**src/rtl/alu_pkg.sv**
```systemverilog
// rtl/alu_pkg.sv - shared opcodes, issue FSM states and opcode legality for the ALU issue stage
package alu_pkg;

    localparam logic [3:0] OR    = 4'd0;
    localparam logic [3:0] ADD   = 4'd1;
    localparam logic [3:0] MIN   = 4'd2;
    localparam logic [3:0] AND   = 4'd3;
    localparam logic [3:0] SRL   = 4'd4;
    localparam logic [3:0] SUB   = 4'd5;
    localparam logic [3:0] SGE   = 4'd6;
    localparam logic [3:0] SNE   = 4'd7;
    localparam logic [3:0] PASSB = 4'd8;

    typedef enum logic [1:0] {
        IDLE = 2'd0,
        EXEC = 2'd1,
        HOLD = 2'd2
    } issue_state_t;

    // SGE/SNE have opcodes but the attached ALU does not implement them.
    function automatic logic is_legal_op(input logic [3:0] op);
        return (op <= SUB) || (op == PASSB);
    endfunction

endpackage

```
**src/rtl/alu_cmd_fifo.sv**
```systemverilog
// rtl/alu_cmd_fifo.sv - synchronous command FIFO with registered full/empty and an occupancy count
module alu_cmd_fifo #(
    parameter int W     = 8,
    parameter int DEPTH = 4
) (
    input  logic                         clk,
    input  logic                         rst_n,
    input  logic                         wr_en,
    input  logic [W-1:0]                 wr_data,
    input  logic                         rd_en,
    output logic [W-1:0]                 rd_data,
    output logic                         full,
    output logic                         empty,
    output logic [$clog2(DEPTH+1)-1:0]   count
);

    localparam int AW = $clog2(DEPTH);
    localparam int CW = $clog2(DEPTH + 1);

    logic [W-1:0]  mem [DEPTH];
    logic [AW-1:0] wr_ptr;
    logic [AW-1:0] rd_ptr;
    logic [CW-1:0] count_next;
    logic          do_wr;
    logic          do_rd;

    assign do_wr   = wr_en && !full;
    assign do_rd   = rd_en && !empty;
    assign rd_data = mem[rd_ptr];

    always_comb begin
        count_next = count;
        if (do_wr && !do_rd) begin
            count_next = count + CW'(1);
        end else if (!do_wr && do_rd) begin
            count_next = count - CW'(1);
        end
    end

    // Pointers wrap naturally because DEPTH is a power of two.
    always_ff @(posedge clk or negedge rst_n) begin
        if (!rst_n) begin
            wr_ptr <= '0;
            rd_ptr <= '0;
            count  <= '0;
            full   <= 1'b0;
            empty  <= 1'b1;
        end else begin
            if (do_wr) wr_ptr <= wr_ptr + AW'(1);
            if (do_rd) rd_ptr <= rd_ptr + AW'(1);
            count <= count_next;
            full  <= (count_next == CW'(DEPTH));
            empty <= (count_next == '0);
        end
    end

    always_ff @(posedge clk) begin
        if (do_wr) mem[wr_ptr] <= wr_data;
    end

endmodule

```
**src/rtl/alu_issue_stage.sv**
```systemverilog
// rtl/alu_issue_stage.sv - buffers ALU commands, issues one per cycle and captures results toward writeback
module alu_issue_stage
    import alu_pkg::*;
#(
    parameter int WIDTH = 32,
    parameter int DEPTH = 4,
    parameter int TAG_W = 4
) (
    input  logic             clk,
    input  logic             rst_n,
    input  logic             in_valid,
    output logic             in_ready,
    input  logic [3:0]       in_opcode,
    input  logic [WIDTH-1:0] in_a,
    input  logic [WIDTH-1:0] in_b,
    input  logic [4:0]       in_shamt,
    input  logic [TAG_W-1:0] in_tag,
    output logic [3:0]       alu_opcode,
    output logic [WIDTH-1:0] alu_input1,
    output logic [WIDTH-1:0] alu_input2,
    output logic [4:0]       alu_shiftValue,
    input  logic [WIDTH-1:0] alu_result,
    input  logic             alu_carry,
    input  logic             alu_zero,
    input  logic             alu_sign,
    output logic             out_valid,
    input  logic             out_ready,
    output logic [WIDTH-1:0] out_result,
    output logic             out_carry,
    output logic             out_zero,
    output logic             out_sign,
    output logic [TAG_W-1:0] out_tag,
    output logic             out_illegal
);

    localparam int CMD_W = 4 + 2 * WIDTH + 5 + TAG_W;
    localparam int CNT_W = $clog2(DEPTH + 1);

    logic [CMD_W-1:0] head;
    logic [CNT_W-1:0] fifo_count;
    logic             fifo_full;
    logic             fifo_empty;
    logic [3:0]       h_op;
    logic [WIDTH-1:0] h_a;
    logic [WIDTH-1:0] h_b;
    logic [4:0]       h_sh;
    logic [TAG_W-1:0] h_tag;
    logic [TAG_W-1:0] iss_tag;
    issue_state_t     state;
    issue_state_t     state_next;
    logic             capture;
    logic             load;

    alu_cmd_fifo #(.W(CMD_W), .DEPTH(DEPTH)) u_fifo (
        .clk     (clk),
        .rst_n   (rst_n),
        .wr_en   (in_valid && in_ready),
        .wr_data ({in_opcode, in_a, in_b, in_shamt, in_tag}),
        .rd_en   (load),
        .rd_data (head),
        .full    (fifo_full),
        .empty   (fifo_empty),
        .count   (fifo_count)
    );

    assign {h_op, h_a, h_b, h_sh, h_tag} = head;
    assign in_ready = !fifo_full;

    // A non-zero occupancy is the issue trigger; empty is kept for consumers that prefer the flag.
    always_comb begin
        capture    = 1'b0;
        load       = 1'b0;
        state_next = state;
        case (state)
            IDLE: begin
                load = (fifo_count != '0);
                if (load) state_next = EXEC;
            end
            EXEC, HOLD: begin
                capture = !out_valid || out_ready;
                load    = capture && !fifo_empty;
                if (!capture)   state_next = HOLD;
                else if (load)  state_next = EXEC;
                else            state_next = IDLE;
            end
            default: state_next = IDLE;
        endcase
    end

    always_ff @(posedge clk or negedge rst_n) begin
        if (!rst_n) state <= IDLE;
        else        state <= state_next;
    end

    // Issue register drives the ALU straight from flops; cleared when nothing follows.
    always_ff @(posedge clk or negedge rst_n) begin
        if (!rst_n) begin
            alu_opcode     <= '0;
            alu_input1     <= '0;
            alu_input2     <= '0;
            alu_shiftValue <= '0;
            iss_tag        <= '0;
        end else if (load) begin
            alu_opcode     <= h_op;
            alu_input1     <= h_a;
            alu_input2     <= h_b;
            alu_shiftValue <= h_sh;
            iss_tag        <= h_tag;
        end else if (capture) begin
            alu_opcode     <= '0;
            alu_input1     <= '0;
            alu_input2     <= '0;
            alu_shiftValue <= '0;
            iss_tag        <= '0;
        end
    end

    always_ff @(posedge clk or negedge rst_n) begin
        if (!rst_n) begin
            out_valid   <= 1'b0;
            out_result  <= '0;
            out_carry   <= 1'b0;
            out_zero    <= 1'b0;
            out_sign    <= 1'b0;
            out_tag     <= '0;
            out_illegal <= 1'b0;
        end else if (capture) begin
            out_valid <= 1'b1;
            out_tag   <= iss_tag;
            if (is_legal_op(alu_opcode)) begin
                out_result  <= alu_result;
                out_carry   <= alu_carry;
                out_zero    <= alu_zero;
                out_sign    <= alu_sign;
                out_illegal <= 1'b0;
            end else begin
                out_result  <= '0;
                out_carry   <= 1'b0;
                out_zero    <= 1'b1;
                out_sign    <= 1'b0;
                out_illegal <= 1'b1;
            end
        end else if (out_ready) begin
            out_valid <= 1'b0;
        end
    end

endmodule

```
**config.mk**
```make
export PLATFORM = sky130hd
export DESIGN_NAME = alu_issue_stage
export DESIGN_NICKNAME = d
export VERILOG_FILES = /design/src/rtl/alu_pkg.sv /design/src/rtl/alu_cmd_fifo.sv /design/src/rtl/alu_issue_stage.sv
export SDC_FILE = /design/constraint.sdc
export NUM_CORES = 1
export LEC_CHECK = 0
export CORE_MARGIN = 5
export CORE_UTILIZATION = 40
export CTS_CLUSTER_SIZE = 10
export DETAILED_ROUTE_END_ITERATION = 10
export DONT_BUFFER_PORTS = 1
export PLACE_DENSITY_LB_ADDON = 0.25
export RECOVER_POWER = 100
export SLEW_MARGIN = 20
export SYNTH_ARGS = -nofsm -noshare
export SYNTH_HDL_FRONTEND = slang
export SYNTH_SLANG_ARGS = --single-unit
```
**constraint.sdc**
```tcl
create_clock -name clk -period 8.5 [get_ports clk]
set_input_delay 2.55 -clock clk [delete_from_list [all_inputs] [get_ports clk]]
set_output_delay 2.55 -clock clk [all_outputs]
set_load 0.01 [all_outputs]
```
==> impl_metrics.env, run 1 <==
export IMPL_ant_nets=0
export IMPL_cts_path_max_buffers=3
export IMPL_syn_area_per_cell_um2=17.8
export IMPL_vdd_drop_max_uv=190
export IMPL_place_port_buffers=0
export IMPL_timing_slew_headroom=-0.621
export IMPL_dpl_hpwl_um=20100
export IMPL_critPathMaxFanout=52
export IMPL_max_freq_mhz=169
export IMPL_worstMarginPinSlew_ps=2420
export IMPL_layout_nets=1052
export IMPL_fp_dieW_um=212
export IMPL_slowest_delay_ps=1510
export IMPL_synthDistinctLibCells=44
export IMPL_path_clk_slew_ps=50
export IMPL_multi_input_area_mm2=0.00354
export IMPL_core_area_mm2=0.0406
export IMPL_worst_slack_ps=2580
export IMPL_rsz0062_at_grt="false"
export IMPL_worstSetupPathType="in -> reg"
export IMPL_power_w=0.00733
export IMPL_p_seq_frac=0.465
export IMPL_finalCriticalPeriod_ps=5920
export IMPL_final_layout_size_suffix_gt1_frac=0.156
export IMPL_fin_crit_sh=0.696
export IMPL_cp_slowest_cell="and2_0"
export IMPL_startpoint="in_valid"
export IMPL_cts_tree="yes"
export IMPL_synthArstFlopShare=0.295
export IMPL_power_density_mw_per_mm2=400
export IMPL_clock_skew_ps=13.4
export IMPL_hold_class="reg -> reg"
export IMPL_cap_violations=9
export IMPL_start_util=0.402
export IMPL_end_kind="register"
export IMPL_ys_seq_area_frac=0.766
export IMPL_setup_tns_ps=0
export IMPL_switching_power_w=0.00246
export IMPL_area_growth_pct=12.3
export IMPL_synth_edff_count=308
export IMPL_final_util=0.451
export IMPL_yosysWarnings=0
export IMPL_nFillCells=3477
export IMPL_finalSetupViolCount=0
export IMPL_gp_congestion=0.699
export IMPL_cts_setup_buffers=0
export IMPL_path_cells="nor2b_1 > clkbuf_1 > and2_0 > clkbuf_2"
export IMPL_die_height_um=212
export IMPL_clkPwrFrac=0.265
export IMPL_row_count=74
export IMPL_netSwitchingFraction=0.335
export IMPL_violations="max-capacitance violations, max-slew violations"
export IMPL_r2r_start="u_fifo.full"
export IMPL_htree_levels=2
export IMPL_finalHoldViolations=0
export IMPL_drt_pass1_iterations=4
export IMPL_vias=7814
export IMPL_seq_area_mm2=0.0125
export IMPL_synthCells=916
export IMPL_grt_max_degree=130
export IMPL_dp_worst_setup_slack_ps=3840
export IMPL_whs_ps=518
export IMPL_required_ps=8670
export IMPL_leakagePower_nw=6.49
export IMPL_wl_per_cell_um=22.7
export IMPL_ctsResizeCount=0
export IMPL_cts_hold_buf=0
export IMPL_diodes=0
export IMPL_grt_antenna_before_repair=0
export IMPL_via_per_inst=5.21
export IMPL_pwr_share_comb=0.270
export IMPL_synth_nets=1041
export IMPL_ios=231
export IMPL_grt_pass1_wl_um=51800
export IMPL_hp_start="iss_tag[1]"
export IMPL_grt_pass1_vias=8324
export IMPL_globalRouteTotalUtil=0.152
export IMPL_clock_sinks=437
export IMPL_power_internal_w=0.00487
export IMPL_slew_viol_final=374
export IMPL_syn_area_mm2=0.0163
export IMPL_start_kind="input port"
export IMPL_clk_root_buffer_cell="clkbuf_16"
export IMPL_outcome="complete, but fails checks"
export IMPL_ys_ff_latch=437
export IMPL_numCtsBuffers=50
export IMPL_gr_total_overflow=0
export IMPL_synth_ff_type="edfxtp_1"
export IMPL_drc=0
export IMPL_critPathArrivalTime_ps=6090
export IMPL_die_area_mm2=0.0449
export IMPL_drt_initial_drc_count=490
export IMPL_clkLatencyLatePin_ps=580
export IMPL_totalWireLength_um=34100
kinds of logic (layout without fill, tap and decap cells):
| logic type | after synthesis | after routing | share of synthesized area |
|---|---|---|---|
| XOR/XNOR | 5 | 5 | 0.00269 |
| AND/OR/NAND/NOR | 197 | 197 | 0.0493 |
| adder cells (fa/ha/maj) | 11 | 11 | 0.00822 |
| AO/OA/AOI/OAI | 126 | 126 | 0.0498 |
| multiplexers | 79 | 79 | 0.108 |
| buffers and inverters | 61 | 114 | 0.0161 |
| flip-flops | 437 | 437 | 0.766 |
final cells by class:
class	instances	area share
Timing Repair Buffer	11	0.00499
Sequential cell	437	0.682
Multi-Input combinational cell	418	0.193
Tap cell	532	0.0364
Clock inverter	4	0.00349
Clock buffer	90	0.0777
Inverter	9	0.00185
sequential cells by signal (all words and copies together), names as in the netlist, 2 cells and up:
name	count
iss_tag	4
alu_input1	32
u_fifo.wr_ptr	2
out_tag	4
alu_opcode	4
alu_shiftValue	5
alu_input2	32
u_fifo.rd_ptr	2
out_result	32
u_fifo.count	3
state	2
u_fifo.mem	308
cell usage in the layout, fill, tap and decap left out, drive strengths merged, types with 3 or more instances in the layout:
cell type | synthesis | layout
edfxtp | 308 | 308
nand2 | 171 | 171
dfrtp | 128 | 128
clkbuf | 27 | 95
o21ai | 81 | 81
mux4 | 77 | 77
a22o | 34 | 34
inv | 9 | 11
ha | 9 | 9
nor2 | 7 | 7
buf | 25 | 6
xnor2 | 5 | 5
and2 | 5 | 5
nand2b | 4 | 4
or3 | 3 | 3
cells in the mapped netlist, drive strengths merged, types with 2 or more instances:
cell type,n,area (um^2)
a21boi,2,18.8
a22o,34,298
and2,5,31.3
buf,25,128
clkbuf,27,101
dfrtp,128,3200
edfxtp,308,9250
ha,9,113
inv,9,33.8
maj3,2,21.3
mux4,77,1730
nand2,171,644
nand2b,4,30.0
nor2,7,28.8
nor3,2,10.0
o21ai,81,405
or3,3,23.8
xnor2,5,43.8
path summary, 6_finish.rpt:
path	end	slack, ps	cells after the start
max in group asynchronous	u_fifo.empty	6500	0
min in group asynchronous	alu_input2[11]	1670	0
worst max register to register	u_fifo.mem[2][19]	4160	4
worst max-delay path	u_fifo.mem[2][19]	2580	4
worst min-delay path	out_tag[1]	520	2
worst min register to register	out_tag[1]	520	2
critical path, delay by kind of cell:
family / cells / cell delay [ps]
buffers and inverters: 2 / 1840
AND/OR/NAND/NOR: 2 / 1620
power by group through the flow:
stage	Sequential (W)	Clock [W]	Combinational [W]
after floorplan	0.00326	0	0.00165
after global placement	0.00344	0	0.00200
after detailed placement	0.00345	0	0.00205
after CTS	0.00342	0.00202	0.00205
after global routing	0.00348	0.00211	0.00224
final	0.00341	0.00194	0.00198
routing by layer:
layer,wire (um),track usage,up-vias
met4,794,0.0520,0
met3,2950,0.0513,51
met1,13500,0.190,4020
met5,0,0,-
met2,16900,0.251,221
li1,-,-,3522
per-stage QoR:
stage	area, um^2	cells
2_1_floorplan	16300	916
3_3_place_gp	16800	1406
3_5_place_dp	16800	1406
4_1_cts	18300	1500
5_1_grt	18300	1501
6_report	18300	1501
(Power assumes the default switching activity.)
==> inputs of run 2 (changes only) <==
==> constraint.sdc (replaced) <==
create_clock -name clk -period 5.9 [get_ports clk]
set_input_delay 1.77 -clock clk [delete_from_list [all_inputs] [get_ports clk]]
set_output_delay 1.77 -clock clk [all_outputs]
set_load 0.01 [all_outputs]
==> run 2 against run 1 <==
Against the previous run: the run still ends with max-capacitance violations, max-slew violations left; cell count up 0.40%; sequential share of layout area down 0.45 points; combinational power up 46%; cell area up 0.66%; clock power up 49%; critical endpoint is now u_fifo.mem[1][49]; largest cell class unchanged; largest power group unchanged.
==> impl_metrics.env, run 2 (same netlist as run 1, synthesis figures left out) <==
export IMPL_outcome="complete, but fails checks"
export IMPL_violations="max-capacitance violations, max-slew violations"
export IMPL_vias=7794
export IMPL_gr_total_overflow=0
export IMPL_drc=0
export IMPL_hold_class="reg -> reg"
export IMPL_top_register="u_fifo.mem"
export IMPL_start_kind="input port"
export IMPL_critPathArrivalTime_ps=4320
export IMPL_place_inst=1411
export IMPL_grt_pass1_vias=8456
export IMPL_diodes=0
export IMPL_grt_pass1_wl_um=52200
export IMPL_worstSetupPathType="in -> reg"
export IMPL_via_per_inst=5.17
export IMPL_end_kind="register"
export IMPL_place_port_buffers=0
export IMPL_fin_crit_sh=0.710
export IMPL_layout_commonest_cell="edfxtp_1"
export IMPL_ios=231
export IMPL_numCtsBuffers=51
export IMPL_required_ps=6030
export IMPL_cap_violations=3
export IMPL_cts_tree="yes"
export IMPL_slowest_delay_ps=1690
export IMPL_critical_path_buf_inv_count=2
export IMPL_htree_levels=2
export IMPL_clock_sinks=437
export IMPL_dp_worst_setup_slack_ps=2200
export IMPL_start_util=0.402
export IMPL_layout_common_cells="308 x edfxtp_1, 171 x nand2_1, 126 x dfrtp_1"
export IMPL_die_area_mm2=0.0449
export IMPL_globalRouteTotalUtil=0.152
export IMPL_rsz0062_at_grt="false"
export IMPL_critPathMaxFanout=77
export IMPL_gp_congestion=0.711
export IMPL_final_layout_size_suffix_gt1_frac=0.170
export IMPL_pwr_share_comb=0.270
export IMPL_cp_slowest_cell="clkbuf_2"
export IMPL_largest_reg_flops=308
export IMPL_path_cells="nor2b_1 > clkbuf_1 > and2_2 > clkbuf_2"
export IMPL_vdd_drop_max_uv=260
export IMPL_ctsResizeCount=0
export IMPL_cts_setup_buffers=0
export IMPL_finalSetupViolCount=0
export IMPL_dpl_hpwl_um=20200
export IMPL_switching_power_w=0.00355
export IMPL_ant_nets=0
export IMPL_cts_hold_buf=0
export IMPL_finalCriticalPeriod_ps=4190
export IMPL_slew_viol_final=222
export IMPL_power_w=0.0107
export IMPL_p_seq_frac=0.460
export IMPL_grt_max_degree=130
export IMPL_leakagePower_nw=6.56
export IMPL_finalHoldViolations=0
export IMPL_fp_dieW_um=212
export IMPL_drt_pass1_iterations=6
export IMPL_whs_ps=484
export IMPL_critPathTopFamily="buffers and inverters"
export IMPL_worst_slack_ps=1710
export IMPL_clkPwrFrac=0.270
export IMPL_worstMarginPinSlew_ps=2400
export IMPL_core_area_mm2=0.0406
export IMPL_clk_root_buffer_cell="clkbuf_16"
export IMPL_cts_path_max_buffers=3
export IMPL_power_density_mw_per_mm2=582
export IMPL_wl_per_cell_um=22.6
export IMPL_timing_slew_headroom=-0.601
export IMPL_setup_tns_ps=0
export IMPL_max_freq_mhz=239
export IMPL_netSwitchingFraction=0.331
export IMPL_area_growth_pct=13.0
export IMPL_clkLatencyLatePin_ps=570
export IMPL_grt_antenna_before_repair=0
export IMPL_finalNonFillerCells=1507
export IMPL_totalWireLength_um=34000
export IMPL_die_height_um=212
export IMPL_path_clk_slew_ps=50
export IMPL_row_count=74
export IMPL_layout_nets=1057
export IMPL_drt_initial_drc_count=534
export IMPL_power_internal_w=0.00717
export IMPL_clock_skew_ps=13.0
-- run 2: worst paths after layout --
kind	from	end	slack, ps	depth (start not counted)
worst max-delay path	in_valid	u_fifo.mem[1][49]	1710	4
worst min-delay path	iss_tag[2]	out_tag[2]	480	2
worst max register to register	state[0]	alu_input2[29]	2430	6
worst min register to register	iss_tag[2]	out_tag[2]	480	2
max in group asynchronous	rst_n	alu_input2[29]	4660	0
min in group asynchronous	rst_n	alu_input2[9]	900	0
-- run 2: worst reg2reg max path: cells and delay by family (launching register included) --
family / cells / cell delay (ps)
adder cells (fa/ha/maj): 1 / 350
buffers and inverters: 2 / 660
flip-flops: 1 / 370
AND/OR/NAND/NOR: 2 / 1820
AO/OA/AOI/OAI: 1 / 200
-- run 2: per-stage QoR --
stage / instance area (um^2) / util
5_1_grt: 18400 / 0.454
4_1_cts: 18500 / 0.456
3_3_place_gp: 16900 / 0.417
2_1_floorplan: 16300 / -
3_5_place_dp: 16900 / 0.417
6_report: 18400 / 0.454
-- run 2: power by group through the flow --
stage          Clock [W]  Combinational (W)  Sequential, W
2_1_floorplan          0            0.00238        0.00470
3_3_place_gp           0            0.00296        0.00499
5_1_grt          0.00313            0.00328        0.00505
3_5_place_dp           0            0.00301        0.00500
4_1_cts          0.00299            0.00303        0.00495
6_report         0.00289            0.00289        0.00493
-- run 2: layout make-up --
type                       count  area [um^2]
fill                        3493        22100
inverter                       9         33.8
sequential                   437        12500
clock buffer                  92         1520
clock inverter                 4         35.0
tap                          532          666
multi-input combinational    418         3550
timing repair buffer          15          121
-- run 2: per-layer routing --
layer	up-vias	share of wire	track usage
met5	-	0	0
met4	0	0.020	0.0469
met3	48	0.091	0.0504
met2	242	0.48	0.246
met1	3980	0.41	0.199
li1	3524	-	-
